<file path="src/rtl/uart_pkg.sv">
// Shared UART definitions: default rates, frame geometry and transmitter state encoding.
package uart_pkg;

  localparam int unsigned CLK_FREQ_DEFAULT  = 100_000_000;
  localparam int unsigned BAUD_RATE_DEFAULT = 9_600;
  localparam int unsigned FRAME_BITS        = 10;
  localparam int unsigned DATA_BITS         = FRAME_BITS - 2;

  typedef logic [DATA_BITS-1:0] uart_byte_t;

  typedef enum logic [1:0] {
    ST_IDLE  = 2'd0,
    ST_START = 2'd1,
    ST_DATA  = 2'd2,
    ST_STOP  = 2'd3
  } uart_state_e;

endpackage

</file>
<file path="src/rtl/uart_tx_if.sv">
// Byte handshake between a producer and the UART transmitter holding buffer.
interface uart_tx_if;

  logic                  tx_valid;
  uart_pkg::uart_byte_t  tx_data;
  logic                  tx_ready;

  modport master (output tx_valid, output tx_data, input tx_ready);
  modport slave  (input tx_valid, input tx_data, output tx_ready);

endinterface

</file>
<file path="src/rtl/uart_baud_gen.sv">
// Restartable bit-period counter: bit_done is high on the last clock of every div_bit-clock period.
module uart_baud_gen #(
  parameter int unsigned div_bit = 10
) (
  input  logic clk,
  input  logic reset,
  input  logic restart,
  output logic bit_done
);

  localparam int unsigned CNT_W = (div_bit > 1) ? $clog2(div_bit) : 1;
  localparam logic [CNT_W-1:0] LAST = CNT_W'(div_bit - 1);

  logic [CNT_W-1:0] cnt;
  logic [CNT_W-1:0] cnt_nxt;

  // Wrap to 0 at the end of each period so every state entry starts a fresh count
  always_comb begin
    cnt_nxt = cnt + CNT_W'(1);
    if (restart || (cnt == LAST)) begin
      cnt_nxt = '0;
    end
  end

  always_ff @(posedge clk or negedge reset) begin
    if (!reset) begin
      cnt      <= '0;
      bit_done <= 1'b0;
    end else begin
      cnt      <= cnt_nxt;
      bit_done <= (cnt_nxt == LAST);
    end
  end

endmodule

</file>
<file path="src/rtl/uart_tx.sv">
// 8N1 UART transmitter with a one-entry holding buffer for back-to-back frames.
module uart_tx
  import uart_pkg::*;
#(
  parameter int unsigned clk_freq  = CLK_FREQ_DEFAULT,
  parameter int unsigned baud_rate = BAUD_RATE_DEFAULT
) (
  input  logic     clk,
  input  logic     reset,
  uart_tx_if.slave bus,
  output logic     TxD,
  output logic     tx_busy
);

  localparam int unsigned DIV_BIT = clk_freq / baud_rate;
  localparam int unsigned IDX_W   = $clog2(DATA_BITS);

  uart_state_e      state;
  uart_byte_t       shift;
  uart_byte_t       hold_data;
  logic             hold_full;
  logic [IDX_W-1:0] bit_idx;
  logic             bit_done;
  logic             restart;
  logic             accept;
  logic             consume;

  assign restart     = (state == ST_IDLE);
  assign accept      = bus.tx_valid && !hold_full;
  assign consume     = hold_full && ((state == ST_IDLE) || ((state == ST_STOP) && bit_done));
  assign bus.tx_ready = !hold_full;

  uart_baud_gen #(.div_bit(DIV_BIT)) u_baud (
    .clk      (clk),
    .reset    (reset),
    .restart  (restart),
    .bit_done (bit_done)
  );

  // Holding buffer; accept and consume are mutually exclusive since consume needs a full buffer
  always_ff @(posedge clk or negedge reset) begin
    if (!reset) begin
      hold_full <= 1'b0;
      hold_data <= '0;
    end else if (accept) begin
      hold_full <= 1'b1;
      hold_data <= bus.tx_data;
    end else if (consume) begin
      hold_full <= 1'b0;
    end
  end

  // Frame sequencer; TxD is the registered line level of the state held during the previous clock
  always_ff @(posedge clk or negedge reset) begin
    if (!reset) begin
      state   <= ST_IDLE;
      shift   <= '0;
      bit_idx <= '0;
      TxD     <= 1'b1;
      tx_busy <= 1'b0;
    end else begin
      case (state)
        ST_IDLE: begin
          TxD <= 1'b1;
          if (hold_full) begin
            shift   <= hold_data;
            state   <= ST_START;
            tx_busy <= 1'b1;
          end
        end
        ST_START: begin
          TxD <= 1'b0;
          if (bit_done) begin
            state   <= ST_DATA;
            bit_idx <= '0;
          end
        end
        ST_DATA: begin
          TxD <= shift[0];
          if (bit_done) begin
            shift <= shift >> 1;
            if (bit_idx == IDX_W'(DATA_BITS - 1)) begin
              state <= ST_STOP;
            end else begin
              bit_idx <= bit_idx + IDX_W'(1);
            end
          end
        end
        ST_STOP: begin
          TxD <= 1'b1;
          if (bit_done) begin
            if (hold_full) begin
              shift <= hold_data;
              state <= ST_START;
            end else begin
              state   <= ST_IDLE;
              tx_busy <= 1'b0;
            end
          end
        end
        default: begin
          TxD     <= 1'b1;
          state   <= ST_IDLE;
          tx_busy <= 1'b0;
        end
      endcase
    end
  end

endmodule

</file>
<file path="src/flat_wrapper.sv">
// flat-port wrapper written by rule: the top's interface ports become plain ports
module uart_tx_flat import uart_pkg::*;
#(
  parameter int unsigned clk_freq  = CLK_FREQ_DEFAULT,
  parameter int unsigned baud_rate = BAUD_RATE_DEFAULT
)
  (clk, reset, TxD, tx_busy, bus_tx_valid, bus_tx_data, bus_tx_ready);
  uart_tx_if bus_i ();
  input  logic clk;
  input  logic reset;
  output logic TxD;
  output logic tx_busy;
  input wire logic [$bits(bus_i.tx_valid)-1:0] bus_tx_valid;
  input wire logic [$bits(bus_i.tx_data)-1:0] bus_tx_data;
  output wire logic [$bits(bus_i.tx_ready)-1:0] bus_tx_ready;
  assign bus_i.tx_valid = bus_tx_valid;
  assign bus_i.tx_data = bus_tx_data;
  assign bus_tx_ready = bus_i.tx_ready;
  uart_tx #(.clk_freq(clk_freq), .baud_rate(baud_rate)) u_core (.clk(clk), .reset(reset), .bus(bus_i), .TxD(TxD), .tx_busy(tx_busy));
endmodule
</file>
<file path="config.mk">
export PLATFORM = sky130hd
export DESIGN_NAME = uart_tx_flat
export DESIGN_NICKNAME = d
export VERILOG_FILES = /design/src/rtl/uart_pkg.sv /design/src/rtl/uart_tx_if.sv /design/src/rtl/uart_baud_gen.sv /design/src/rtl/uart_tx.sv /design/src/flat_wrapper.sv
export SDC_FILE = /design/constraint.sdc
export NUM_CORES = 1
export LEC_CHECK = 0
export CAP_MARGIN = 5
export CORE_ASPECT_RATIO = 0.8
export CORE_UTILIZATION = 44
export CTS_CLUSTER_SIZE = 12
export DETAILED_ROUTE_END_ITERATION = 8
export GPL_ROUTABILITY_DRIVEN = 0
export PLACE_DENSITY_LB_ADDON = 0.3
export SLEW_MARGIN = 20
export SYNTH_ARGS = -nofsm -noshare
export SYNTH_HDL_FRONTEND = slang
export SYNTH_HIERARCHICAL = 1
export SYNTH_SLANG_ARGS = --single-unit
</file>
<file path="constraint.sdc">
create_clock -name clk -period 4.36 [get_ports clk]
set_input_delay 0.654 -clock clk [delete_from_list [all_inputs] [get_ports clk]]
set_output_delay 0.654 -clock clk [all_outputs]
set_load 0.02 [all_outputs]
</file>
Word level (Yosys, flattened, before mapping)

Index checks and enable logic that the tools add are counted.

Register bits: 39
Bits of input ports: 11
Output and inout bits: 3
Word-level logic and storage cells: 63

Add/subtract/negate cells: 2
Equal/unequal tests: 13
Mux-type cells: 23
Reduce and logical (&&, ||, !) cells: 16

Operator list:

| cell                                                 | count |
|---|---|
| equality test 14 bit (second input constant)         | 2 |
| two-way mux 8 bit                                    | 3 |
| one-hot mux 8 bit (3 select lines)                   | 1 |
| adder 14 x 1 -> 14 bit (second input constant)       | 1 |
| two-way mux 14 bit                                   | 1 |
| two-way mux 2 bit                                    | 5 |
| != test 2 bit (second input constant)                | 5 |
| two-way mux 3 bit                                    | 3 |
| one-hot mux 2 bit (4 select lines)                   | 1 |
| AND reduction 4 bit                                  | 2 |
| two-way mux 1 bit                                    | 6 |
| one-hot mux 3 bit (2 select lines)                   | 1 |
| nonzero test 2 bit                                   | 3 |
| AND reduction 5 bit                                  | 1 |
| equality test 2 bit (second input constant)          | 2 |
| != test 2 x 1 -> 1 bit (second input constant)       | 2 |
| adder 3 x 1 -> 3 bit (second input constant)         | 1 |
| equality test 3 bit (second input constant)          | 1 |
| logical AND 1 bit                                    | 3 |
| one-hot mux 1 bit (3 select lines)                   | 1 |
| AND reduction 3 bit                                  | 1 |
| nonzero test 3 bit                                   | 1 |
| equality test 2 x 1 -> 1 bit (second input constant) | 1 |
| logical NOT 2 bit                                    | 1 |
| 4 further kinds                                      | 5 |

Logic depth before layout (Yosys ltp)

Depth after elaboration: 6
Depth in mapped cells: 7
Depth with buffers taken out: 6

Modules after synthesis

Netlist, hierarchy kept.

By module, submodules not included:

| module        | instances | cells an instance | area an instance (um^2) | sequential area each (um^2) |
|---|---|---|---|---|
| uart_tx       | 1         | 91                | 1276.2                  | 601.8 |
| uart_baud_gen | 1         | 85                | 822.0                   | 375.4 |

Worst setup path before layout

OpenSTA, ideal clock, no wires.

Path type: register -> register
From: reg u_core.state[0]
To: reg u_core.shift[0]
Library setup time: 0.125 ns
Arrival time: 1.549 ns
Required time: 4.235 ns
Setup slack: 2.686 ns
Stages on the path, launching flop included: 8
Path buffers: 2
Period minus slack after synthesis: 1.674 ns
Path through: dfrtp_1 > inv_1 > ha_1 > buf_6 > o21bai_4 > o211a_1 > buf_6 > mux2_4

Cells in the longest elaborated chain, start to end: 3
Elaborated cells on any way between the ends: 8
Those cells by class: 4 x eq/ne; 1 x mux; 3 x reduce/logical

RTL lines:

| what                                                                 | RTL line      | RTL |
|---|---|---|
| from (decl)                                                          | uart_tx.sv:18 | `uart_state_e state;` |
| from (signal assigned)                                               | uart_tx.sv:56 | `state <= ST_IDLE;` |
| from (signal assigned)                                               | uart_tx.sv:67 | `state <= ST_START;` |
| from (signal assigned)                                               | uart_tx.sv:74 | `state <= ST_DATA;` |
| equality test 2 bit or logical NOT 2 bit (tied branches)             | uart_tx.sv:62 | `case (state)` |
| != test 2 bit (no source line) or nonzero test 3 bit (tied branches) | n/a           |  |
| AND reduction 3 bit (no source line)                                 | n/a           |  |
| to (signal assigned)                                                 | uart_tx.sv:66 | `shift <= hold_data;` |
| to (signal assigned)                                                 | uart_tx.sv:81 | `shift <= shift >> 1;` |
| to (signal assigned)                                                 | uart_tx.sv:93 | `shift <= hold_data;` |
| to (decl)                                                            | uart_tx.sv:19 | `uart_byte_t shift;` |

Parallel ways exist; a longest one is shown, timed or not.
A chain may end at the register's enable or synchronous reset.

Final worst setup path

From: reg u_core.state[0]
To: reg u_core.shift[5]

The elaborated chain is that of the path after synthesis.

==> flow_summary.toml <==
[logic_synthesis]
ys_seq_area_share_pct = 46.6
yosys_warnings = 6
synth-edff-count = 0
syn_inst = 176
yosysMostFrequentCell = "dfrtp_1"
synth_area_leaders = "dfrtp_1 (45%), mux2_4 (8.6%), mux2_2 (5.9%)"
ys_types = 42
syn-num-nets = 195
synth_commonest_cells = "dfrtp_1 (38), nor2_1 (19), mux2_4 (12), mux2_2 (11)"
syn-mean-instance-area_um2 = 11.9
synth_top_cell_by_area = "dfrtp_1"
synth_seq_cells = 39
yosys.area.top_type_share_pct = 45.3
async_flop_share_pct = 100
netlist_area_um2 = 2100
synth_ff_type = "dfrtp_1"

[placed_design]
port_buffers = 13
hpwl_um = 2470
dp_slack_ps = 2090

[route]
vias = 1333
via_per_inst = 5.31
wl_per_cell_um = 14.1
drt-total-wl_um = 3550
drc_errors = 0
postRouteAntennaNets = 0
drtIter0Drc = 57
drtPass1Iterations = 4

[setup_path]
worstPathArrival_ps = 2420
cp-start-kind = "flip-flop"
end_kind = "flip-flop"
criticalPathCategory = "reg -> reg"
critPathMaxFanout = 16
cp.required_ps = 4530

[cells_and_area]
utilization_pct = 50.6
n_fill_cell = 388
regArea_um2 = 977
drive_above_1_share_pct = 22.0
num_antenna_cells = 0
area_delta_synth_final_pct = 10.9
final_nets = 209
multi_input_comb_area_um2 = 1030

[sta]
clock_skew_ps = 6.47
slew_headroom_pct = 42.7
fin_crit_ps = 2240
fin_tns_setup_ps = 0
finalMaxSlewViolations = 0
rsz0062_at_grt = "false"
tightest_slew_ps = 859
finalHoldViolations = 0
setup_viol = 0
max_freq_ghz = 0.445
fin_crit_sh_pct = 51.5
timing.final.ws_setup_ps = 2120

[clock_network]
htree_num_levels = 2
cts_made_buffers = 5
worstSkewPairLatency_ps = 290
cts_max_path_buffers = 2
cts_setup_buffers = 0
cts_resized = 0
clockRootBuffer = "clkbuf_8"
cts_tree = "yes"
cts_hold_buf = 0
clk_pin_slew_ps = 80
cts_sinks = 39

[pwr]
power_density_nw_per_um2 = 619
p_leak_nw = 1.04
ir_drop_mv = 0.232
finalPower_mw = 1.44

[die]
fp.dieW_um = 79.2
core_um2 = 4600
start_util_pct = 45.6
chipHeight_um = 63.8
fp-row-count = 22
pin_count = 14
die_area_um2 = 5050

[hold_path]
hold_path.class = "in -> async"

[global_routing]
grt_usage_pct = 16.1
antenna_found_initial = 0
grt_max_degree = 40
grt-ovfl-total = 0
grt_pass1_vias = 1335
grt_pass1_wl_um = 6200

[status]
status = "completed"

[job]
cap_violations = 0
## layout make-up
cell class,count,share of cell area [%]
Multi-Input combinational cell,122,44.5
Sequential cell,39,42.0
Timing Repair Buffer,13,5.38
Clock buffer,7,3.28
Tap cell,60,3.23
Inverter,9,1.45
Clock inverter,1,0.215
## final timing paths
check | start | endpoint | slack [ps] | cells past startpoint
setup / recovery | u_core/state[0]$_DFFE_PN0P_ | u_core/shift[5]$_DFFE_PN0P_ | 2120 | 4
hold / removal | reset | u_core/bit_idx[1]$_DFFE_PN0P_ | 470 | 1
setup reg to reg | u_core/state[0]$_DFFE_PN0P_ | u_core/shift[5]$_DFFE_PN0P_ | 2120 | 4
hold reg to reg | u_core/u_baud/cnt[0]$_DFF_PN0_ | u_core/u_baud/cnt[0]$_DFF_PN0_ | 500 | 1
max in group asynchronous | reset | u_core/u_baud/cnt[7]$_DFF_PN0_ | 3350 | 1
min in group clk | u_core/u_baud/cnt[0]$_DFF_PN0_ | u_core/u_baud/cnt[0]$_DFF_PN0_ | 500 | 1
## registers in the layout, summed over array words and instances, names as in the netlist
signal / flops
u_core/hold_data: 8
u_core/u_baud/bit_done: 1
u_core/shift: 8
u_core/TxD: 1
u_core/bit_idx: 3
u_core/tx_busy: 1
u_core/hold_full: 1
u_core/u_baud/cnt: 14
u_core/state: 2
## cells in the final DEF, fill, tap and decap left out, types with 3 or more instances in the layout
cell / Yosys / final
dfrtp_1: 38 / 38
nand4_1: 3 / 3
nor2_1: 19 / 19
and4_1: 3 / 3
a211oi_1: 3 / 3
a22o_2: 3 / 3
xor2_1: 4 / 4
mux2_2: 11 / 11
nand2b_1: 3 / 3
a21oi_1: 5 / 5
xnor2_1: 8 / 8
ha_1: 8 / 8
inv_1: 9 / 9
mux2_4: 12 / 12
clkdlybuf4s50_1: 0 / 12
nand2_1: 9 / 9
clkbuf_8: 0 / 5
## metal layers
| metal | vias up | global-route usage (%) | routed length (µm) |
|---|---|---|---|
| met5 | - | 0 | 0 |
| met1 | 657 | 22.2 | 1800 |
| met4 | 0 | 7.50 | 47 |
| met3 | 5 | 4.29 | 112 |
| li1 | 645 | - | - |
| met2 | 26 | 23.4 | 1590 |
## metrics by stage
| step | hold WS, ps | area [µm²] | std cells |
|---|---|---|---|
| after floorplan | 358 | 2100 | 176 |
| after global routing | 513 | 2330 | 251 |
| after global placement | 469 | 2250 | 243 |
| after detailed placement | 481 | 2250 | 243 |
| after CTS | 496 | 2330 | 251 |
| final | 471 | 2330 | 251 |
## where the power goes
group | internal, mW | switching [mW] | total (mW)
clock | 0.112 | 0.122 | 0.234
combinational | 0.350 | 0.280 | 0.630
sequential | 0.486 | 0.0895 | 0.575
total | 0.948 | 0.491 | 1.44
## critical path, stage by stage, from the launching register on
cell and delay, ps:
dfrtp_1 460, inv_1 130, ha_1 630, o211a_1 560, mux2_4 340
## kinds of logic (layout without fill, tap and decap cells)
kind of cell / after synthesis / count (layout) / share of synthesized area, %
DFF: 39 / 39 / 46.6
adders and majority gates: 8 / 8 / 4.77
and+or+nand+nor: 55 / 55 / 15.4
xor gates and xnor gates: 12 / 12 / 5.01
muxes: 25 / 25 / 15.6
buffers and inverters: 15 / 30 / 4.11
AOI/OAI and AO/OA: 22 / 22 / 8.53
No activity file was read; power rests on OpenSTA's default activity.
